`src/rtl/sweep_dwell_ctrl_pkg.sv`:
```
// Shared widths and FSM state encoding for the profile-sweep dwell controller.
package sweep_pkg;
  localparam int PROFILE_W  = 3;
  localparam int DWELL_W    = 32;
  localparam int SETTLE_W   = 16;
  localparam int GPIO_W     = 14;
  localparam int GPIO_SHIFT = 9;

  typedef enum logic [1:0] {
    IDLE   = 2'd0,
    SETTLE = 2'd1,
    DWELL  = 2'd2
  } state_e;
endpackage

```
`src/rtl/sweep_dwell_ctrl_if.sv`:
```
// Host-side control/config and sweep outputs of sweep_dwell_ctrl.
// sweep_count_o exists only with SWEEP_DWELL_SWEEP_COUNT_EN defined.
interface sweep_dwell_ctrl_if #(
  parameter int PROFILE_W = sweep_pkg::PROFILE_W,
  parameter int DWELL_W   = sweep_pkg::DWELL_W,
  parameter int SETTLE_W  = sweep_pkg::SETTLE_W,
  parameter int GPIO_W    = sweep_pkg::GPIO_W
);
  import sweep_pkg::*;

  logic                 start;
  logic                 stop;
  logic [PROFILE_W-1:0] last_profile;
  logic [DWELL_W-1:0]   dwell_cycles;
  logic [SETTLE_W-1:0]  settle_cycles;
  logic                 continuous;
  logic [PROFILE_W-1:0] profile_o;
  logic [GPIO_W-1:0]    gpio_o;
  logic                 step_o;
  logic                 sample_valid_o;
  logic                 busy_o;
  logic                 sweep_done_o;
`ifdef SWEEP_DWELL_SWEEP_COUNT_EN
  logic [31:0]          sweep_count_o;
`endif

  modport master (
`ifdef SWEEP_DWELL_SWEEP_COUNT_EN
    input  sweep_count_o,
`endif
    output start, stop, last_profile, dwell_cycles, settle_cycles, continuous,
    input  profile_o, gpio_o, step_o, sample_valid_o, busy_o, sweep_done_o
  );

  modport slave (
`ifdef SWEEP_DWELL_SWEEP_COUNT_EN
    output sweep_count_o,
`endif
    input  start, stop, last_profile, dwell_cycles, settle_cycles, continuous,
    output profile_o, gpio_o, step_o, sample_valid_o, busy_o, sweep_done_o
  );
endinterface

```
`src/rtl/sweep_dwell_ctrl_timer.sv`:
```
// Loadable down-counter; tc_o is registered and high in the last cycle of a
// loaded interval (a load of 0 or 1 flags the very first cycle).
module sweep_dwell_timer #(
  parameter int DWELL_W = sweep_pkg::DWELL_W
) (
  input  logic               clk,
  input  logic               reset_n,
  input  logic               load_i,
  input  logic [DWELL_W-1:0] load_val_i,
  input  logic               en_i,
  output logic               tc_o
);
  import sweep_pkg::*;

  logic [DWELL_W-1:0] cnt_q, cnt_d;
  logic               tc_q, tc_d;

  always_comb begin
    cnt_d = cnt_q;
    tc_d  = tc_q;
    if (load_i) begin
      cnt_d = load_val_i;
      tc_d  = (load_val_i <= DWELL_W'(1));
    end else if (en_i && cnt_q != '0) begin
      // flag follows the count one step ahead so it lines up with the final cycle
      cnt_d = cnt_q - DWELL_W'(1);
      tc_d  = (cnt_q == DWELL_W'(2));
    end
  end

  always_ff @(posedge clk or negedge reset_n) begin
    if (!reset_n) begin
      cnt_q <= '0;
      tc_q  <= 1'b0;
    end else begin
      cnt_q <= cnt_d;
      tc_q  <= tc_d;
    end
  end

  assign tc_o = tc_q;
endmodule

```
`src/rtl/sweep_dwell_ctrl.sv`:
```
// Steps a fast-lock profile index 0..last with settle then dwell per profile.
// Optional sweep counter output under SWEEP_DWELL_SWEEP_COUNT_EN.
module sweep_dwell_ctrl #(
  parameter int PROFILE_W  = sweep_pkg::PROFILE_W,
  parameter int DWELL_W    = sweep_pkg::DWELL_W,
  parameter int SETTLE_W   = sweep_pkg::SETTLE_W,
  parameter int GPIO_W     = sweep_pkg::GPIO_W,
  parameter int GPIO_SHIFT = sweep_pkg::GPIO_SHIFT
) (
  input logic               clk,
  input logic               reset_n,
  sweep_dwell_ctrl_if.slave bus
);
  import sweep_pkg::*;

  state_e               state_q, state_d;
  logic [PROFILE_W-1:0] profile_q, profile_d, last_q;
  logic [GPIO_W-1:0]    gpio_q, gpio_d;
  logic                 step_q, step_d, valid_q, valid_d;
  logic                 busy_q, busy_d, done_q, done_d;
  logic [DWELL_W-1:0]   dwell_q;
  logic [SETTLE_W-1:0]  settle_q;
  logic                 cont_q;
  logic                 accept, tmr_ld, tmr_en, tmr_tc;
  logic [DWELL_W-1:0]   tmr_val;

  function automatic logic [DWELL_W-1:0] dwell_len(input logic [DWELL_W-1:0] c);
    return (c == '0) ? DWELL_W'(1) : c;
  endfunction

  assign accept = (state_q == IDLE) && bus.start && !bus.stop;

  sweep_dwell_timer #(.DWELL_W(DWELL_W)) u_timer (
    .clk        (clk),
    .reset_n    (reset_n),
    .load_i     (tmr_ld),
    .load_val_i (tmr_val),
    .en_i       (tmr_en),
    .tc_o       (tmr_tc)
  );

  always_comb begin
    state_d   = state_q;
    profile_d = profile_q;
    step_d    = 1'b0;
    valid_d   = 1'b0;
    busy_d    = busy_q;
    done_d    = 1'b0;
    tmr_ld    = 1'b0;
    tmr_en    = 1'b0;
    tmr_val   = '0;
    unique case (state_q)
      IDLE: if (accept) begin
        profile_d = '0;
        step_d    = 1'b1;
        busy_d    = 1'b1;
        tmr_ld    = 1'b1;
        if (bus.settle_cycles != '0) begin
          state_d = SETTLE;
          tmr_val = DWELL_W'(bus.settle_cycles);
        end else begin
          state_d = DWELL;
          tmr_val = dwell_len(bus.dwell_cycles);
          valid_d = 1'b1;
        end
      end
      SETTLE: begin
        tmr_en = 1'b1;
        if (tmr_tc) begin
          state_d = DWELL;
          tmr_ld  = 1'b1;
          tmr_val = dwell_len(dwell_q);
          valid_d = 1'b1;
        end
      end
      DWELL: begin
        tmr_en  = 1'b1;
        valid_d = 1'b1;
        if (tmr_tc) begin
          if (profile_q != last_q || cont_q) begin
            // advance, or wrap to 0 and flag the completed sweep in the same cycle
            profile_d = (profile_q != last_q) ? profile_q + 1'b1 : '0;
            done_d    = (profile_q == last_q);
            step_d    = 1'b1;
            tmr_ld    = 1'b1;
            if (settle_q != '0) begin
              state_d = SETTLE;
              tmr_val = DWELL_W'(settle_q);
              valid_d = 1'b0;
            end else begin
              tmr_val = dwell_len(dwell_q);
            end
          end else begin
            state_d = IDLE;
            done_d  = 1'b1;
            busy_d  = 1'b0;
            valid_d = 1'b0;
          end
        end
      end
      default: state_d = IDLE;
    endcase
    if (state_q != IDLE && bus.stop) begin
      state_d   = IDLE;
      profile_d = '0;
      step_d    = 1'b0;
      valid_d   = 1'b0;
      busy_d    = 1'b0;
      done_d    = 1'b0;
      tmr_ld    = 1'b0;
      tmr_en    = 1'b0;
    end
    gpio_d = '0;
    gpio_d[GPIO_SHIFT +: PROFILE_W] = profile_d;
  end

  always_ff @(posedge clk or negedge reset_n) begin
    if (!reset_n) begin
      state_q   <= IDLE;
      profile_q <= '0;
      gpio_q    <= '0;
      step_q    <= 1'b0;
      valid_q   <= 1'b0;
      busy_q    <= 1'b0;
      done_q    <= 1'b0;
    end else begin
      state_q   <= state_d;
      profile_q <= profile_d;
      gpio_q    <= gpio_d;
      step_q    <= step_d;
      valid_q   <= valid_d;
      busy_q    <= busy_d;
      done_q    <= done_d;
    end
  end

  always_ff @(posedge clk or negedge reset_n) begin
    if (!reset_n) begin
      last_q   <= '0;
      dwell_q  <= '0;
      settle_q <= '0;
      cont_q   <= 1'b0;
    end else if (accept) begin
      last_q   <= bus.last_profile;
      dwell_q  <= bus.dwell_cycles;
      settle_q <= bus.settle_cycles;
      cont_q   <= bus.continuous;
    end
  end

`ifdef SWEEP_DWELL_SWEEP_COUNT_EN
  logic [31:0] scnt_q;

  always_ff @(posedge clk or negedge reset_n) begin
    if (!reset_n)    scnt_q <= '0;
    else if (accept) scnt_q <= '0;
    else if (done_d) scnt_q <= scnt_q + 32'd1;
  end

  assign bus.sweep_count_o = scnt_q;
`endif

  assign bus.profile_o      = profile_q;
  assign bus.gpio_o         = gpio_q;
  assign bus.step_o         = step_q;
  assign bus.sample_valid_o = valid_q;
  assign bus.busy_o         = busy_q;
  assign bus.sweep_done_o   = done_q;
endmodule
```
`src/flat_wrapper.sv`:
```
// flat-port wrapper written by rule: the top's interface ports become plain ports
module sweep_dwell_ctrl_flat import sweep_pkg::*;
#(
  parameter int PROFILE_W  = sweep_pkg::PROFILE_W,
  parameter int DWELL_W    = sweep_pkg::DWELL_W,
  parameter int SETTLE_W   = sweep_pkg::SETTLE_W,
  parameter int GPIO_W     = sweep_pkg::GPIO_W,
  parameter int GPIO_SHIFT = sweep_pkg::GPIO_SHIFT
)
  (clk, reset_n, bus_start, bus_stop, bus_last_profile, bus_dwell_cycles, bus_settle_cycles, bus_continuous, bus_profile_o, bus_gpio_o, bus_step_o, bus_sample_valid_o, bus_busy_o, bus_sweep_done_o);
  sweep_dwell_ctrl_if #(.PROFILE_W(PROFILE_W), .DWELL_W(DWELL_W), .SETTLE_W(SETTLE_W), .GPIO_W(GPIO_W)) bus_i ();
  input logic clk;
  input logic reset_n;
  input wire logic [$bits(bus_i.start)-1:0] bus_start;
  input wire logic [$bits(bus_i.stop)-1:0] bus_stop;
  input wire logic [$bits(bus_i.last_profile)-1:0] bus_last_profile;
  input wire logic [$bits(bus_i.dwell_cycles)-1:0] bus_dwell_cycles;
  input wire logic [$bits(bus_i.settle_cycles)-1:0] bus_settle_cycles;
  input wire logic [$bits(bus_i.continuous)-1:0] bus_continuous;
  output wire logic [$bits(bus_i.profile_o)-1:0] bus_profile_o;
  output wire logic [$bits(bus_i.gpio_o)-1:0] bus_gpio_o;
  output wire logic [$bits(bus_i.step_o)-1:0] bus_step_o;
  output wire logic [$bits(bus_i.sample_valid_o)-1:0] bus_sample_valid_o;
  output wire logic [$bits(bus_i.busy_o)-1:0] bus_busy_o;
  output wire logic [$bits(bus_i.sweep_done_o)-1:0] bus_sweep_done_o;
  assign bus_i.start = bus_start;
  assign bus_i.stop = bus_stop;
  assign bus_i.last_profile = bus_last_profile;
  assign bus_i.dwell_cycles = bus_dwell_cycles;
  assign bus_i.settle_cycles = bus_settle_cycles;
  assign bus_i.continuous = bus_continuous;
  assign bus_profile_o = bus_i.profile_o;
  assign bus_gpio_o = bus_i.gpio_o;
  assign bus_step_o = bus_i.step_o;
  assign bus_sample_valid_o = bus_i.sample_valid_o;
  assign bus_busy_o = bus_i.busy_o;
  assign bus_sweep_done_o = bus_i.sweep_done_o;
  sweep_dwell_ctrl #(.PROFILE_W(PROFILE_W), .DWELL_W(DWELL_W), .SETTLE_W(SETTLE_W), .GPIO_W(GPIO_W), .GPIO_SHIFT(GPIO_SHIFT)) u_core (.clk(clk), .reset_n(reset_n), .bus(bus_i));
endmodule
```
`config.mk`:
```
export PLATFORM = sky130hd
export DESIGN_NAME = sweep_dwell_ctrl_flat
export DESIGN_NICKNAME = d
export VERILOG_FILES = /design/src/rtl/sweep_dwell_ctrl_pkg.sv /design/src/rtl/sweep_dwell_ctrl_if.sv /design/src/rtl/sweep_dwell_ctrl_timer.sv /design/src/rtl/sweep_dwell_ctrl.sv /design/src/flat_wrapper.sv
export SDC_FILE = /design/constraint.sdc
export NUM_CORES = 1
export LEC_CHECK = 0
export BUFFER_PORTS_ARGS = -buffer_cell sky130_fd_sc_hd__buf_2
export CORE_ASPECT_RATIO = 1.25
export CORE_MARGIN = 2
export CORE_UTILIZATION = 58
export DETAILED_ROUTE_END_ITERATION = 10
export PLACE_DENSITY = 0.81
export SLEW_MARGIN = 40
export SYNTH_ARGS = -nofsm -noshare
export SYNTH_HDL_FRONTEND = slang
export SYNTH_SLANG_ARGS = --single-unit
```
`constraint.sdc`:
```
create_clock -name clk -period 3.36 [get_ports clk]
set_clock_uncertainty 0.05 [all_clocks]
set_input_delay 0.336 -clock clk [delete_from_list [all_inputs] [get_ports clk]]
set_output_delay 0.336 -clock clk [all_outputs]
set_load 0.01 [all_outputs]
```
==> impl_metrics.json <==
{
  "die_y_um": 112,
  "peakVddDrop_uv": 505,
  "finalWirelength_um": 14300,
  "max_stage_delay_ps": 590,
  "layout_setup_ws_ps": 358,
  "ys_top_cells_by_area": "dfrtp_1 (44%), nand2_1 (9.5%), xnor2_1 (4.2%)",
  "r2r_cells": 7,
  "cts_made_buffers": 9,
  "drtPass1Iterations": 6,
  "finalHoldViolCount": 0,
  "min_period_over_period": 0.893,
  "crit_slowest_cell": "or4_1",
  "maxCapViolations": 0,
  "status": "completed",
  "netlist_area_um2": 5380,
  "synth-edff-count": 0,
  "grt_pass1_vias": 4908,
  "start_kind": "flip-flop",
  "fin_cells": 810,
  "synthCells": 626,
  "initial_core_util": 0.593,
  "finalSetupViolCount": 0,
  "wl_per_cell_um": 17.6,
  "min_period_ps": 3000,
  "clock-root-buffer": "clkbuf_16",
  "max_freq_ghz": 0.333,
  "drt-initial-drc-count": 655,
  "cts_tree": "built",
  "die_area_um2": 10100,
  "cp_num_cells": 7,
  "async_flop_share": 1.00,
  "maxSlewHeadroom": 0.543,
  "grtUsageTotal": 0.293,
  "drv_slew": 0,
  "grt_pass1_wl_um": 23900,
  "grt_max_degree": 70,
  "clkLatencyLatePin_ps": 350,
  "drcViolationCount": 0,
  "crit_buf_inv": 0,
  "power.leakage_nw": 2.79,
  "htree_levels": 3,
  "overflow": 0,
  "dp_hpwl_um": 10200,
  "crit_chain": "or4_1, or4b_1, nor3b_2, a21o_1, nor3_1, xnor2_1, a21oi_1",
  "n_fill_cell": 759,
  "min_path_cells": 3,
  "postLayoutCellArea_um2": 6060,
  "path_max_fanout": 11,
  "via_count": 5001,
  "worstSetupPathType": "reg2reg",
  "ant_nets": 0,
  "dpl_worst_slack_ps": 398,
  "vias_per_cell": 6.17,
  "placed_cells": 793,
  "worstMarginPinSlew_ps": 676,
  "coreArea_um2": 9080,
  "finalWeightedCongestion": 0.908,
  "fin_util": 0.668,
  "rows": 39,
  "hp-class": "in2reg",
  "yosysUniqueCellTypes": 57,
  "synth_warnings": 0,
  "setup_tns_ps": 0,
  "clock_sinks": 94,
  "syn_avg_cell_area_um2": 8.59,
  "end_kind": "flip-flop",
  "synthFlopType": "dfrtp_1",
  "clk_pin_slew_ps": 70,
  "port_buffers": 65,
  "cpLargestDelayFamily": "simple AND/OR/NAND/NOR gates",
  "die-width_um": 90.1,
  "placed_area_um2": 5750,
  "ys_ff_latch": 94,
  "antenna_found_initial": 0,
  "area_delta_synth_final_pct": 12.7,
  "cp_data_required_time_ps": 3530,
  "synth_top_area_frac": 0.437,
  "yosysSeqAreaShare": 0.437,
  "diodes": 0,
  "yosys.area.top_type": "dfrtp_1",
  "grt_setup_unrepaired": "no",
  "arrival_ps": 3180,
  "drive_above_1_share": 0.163,
  "power_density_nw_per_um2": 849,
  "num-nets-final": 745,
  "cts_buffer_depth": 2,
  "ios": 77
}
==> where the power goes <==
group | total, W | internal [W] | switching (W)
Sequential | 0.00225 | 0.00170 | 0.000550
Combinational | 0.00186 | 0.000785 | 0.00108
Clock | 0.00104 | 0.000614 | 0.000422
Total | 0.00515 | 0.00310 | 0.00205
==> area by class of cell <==
cell class	instances	area, um2	share of cell area
Timing Repair Buffer	81	454	0.0750
Multi-Input combinational cell	484	2750	0.454
Inverter	12	45.0	0.00743
Sequential cell	94	2350	0.388
Clock inverter	4	45.0	0.00743
Tap cell	123	154	0.0254
Clock buffer	12	256	0.0423
==> worst min-delay path: stages <==
cell,delay (ps)
buf_2,70
nand2_1,40
nand2_1,40
==> path summary, 6_finish.rpt <==
| path | slack [ps] | from | endpoint |
|---|---|---|---|
| max | 360 | u_core.u_timer.cnt_q[18] | u_core.u_timer.cnt_q[10] |
| min | 130 | bus_last_profile[2] | u_core.last_q[2] |
| max reg2reg | 360 | u_core.u_timer.cnt_q[18] | u_core.u_timer.cnt_q[10] |
| min reg2reg | 450 | u_core.last_q[0] | u_core.last_q[0] |
| max in group asynchronous | 2070 | reset_n | u_core.u_timer.cnt_q[5] |
| min in group asynchronous | 510 | reset_n | u_core.bus.sweep_done_o |
==> cells in the mapped netlist (all sizes together) (2+ instances only) <==
library cell	count
nand2	136
dfrtp	94
a21oi	43
nor2	42
nor4	29
clkbuf	27
xnor2	26
nand3	24
buf	18
nor3	17
a31oi	16
o21ai	15
a221oi	14
and2	12
inv	12
a21o	11
a22oi	11
nand4	8
or3	8
ha	7
xor2	6
nor2b	5
o221ai	4
or4	4
and3b	3
and4	3
nand2b	3
o31ai	3
a2111oi	2
nand3b	2
nor3b	2
o22ai	2
o41ai	2
==> cells by family after synthesis <==
| logic type | share of synthesized area |
|---|---|
| fa+ha+maj | 0.0163 |
| simple gates | 0.270 |
| other cells | 0.000697 |
| compound gates | 0.159 |
| mux | 0.00395 |
| buf+inv | 0.0605 |
| flops | 0.437 |
| xor+xnor | 0.0521 |
==> per-layer routing <==
metal | track usage | wire length [um]
met5 | 0 | 0
met1 | 0.393 | 5930
met3 | 0.0440 | 1050
met2 | 0.464 | 6730
met4 | 0.151 | 550
==> what timing repair did <==
item                                   in CTS  in global routing
hold buffers                                1                  0
gates resized for setup                     0                  0
setup endpoints to repair                   0                  0
endpoints found under the hold margin      67                  0
setup buffers                               0                  0
==> per-stage QoR <==
stage / power [W] / hold WS (ps)
6_report: 0.00515 / 132
5_1_grt: 0.00550 / 147
4_1_cts: 0.00511 / 130
3_5_place_dp: 0.00406 / 331
3_3_place_gp: 0.00395 / 431
2_1_floorplan: 0.00350 / -9.59
==> cells in the final DEF (no fill, tap or decap), types with 12 or more instances in the layout <==
cell type / count
nand2_1: 136
dfrtp_1: 94
buf_2: 64
a21oi_1: 43
nor2_1: 42
nor4_1: 27
xnor2_1: 26
nand3_1: 24
a31oi_1: 16
nor3_1: 16
o21ai_0: 15
buf_4: 15
a221oi_1: 14
inv_1: 12
and2_1: 12
==> flip-flops by register name, indices dropped and copies added, names as in the netlist <==
register,count
u_core.bus.sweep_done_o,1
u_core.bus.sample_valid_o,1
u_core.last_q,3
u_core.settle_q,16
u_core.cont_q,1
u_core.dwell_q,32
u_core.state_q,2
u_core.u_timer.tc_o,1
u_core.bus.gpio_o,3
u_core.bus.step_o,1
u_core.bus.busy_o,1
u_core.u_timer.cnt_q,32
Note: power is estimated with default switching activity, not from simulation.
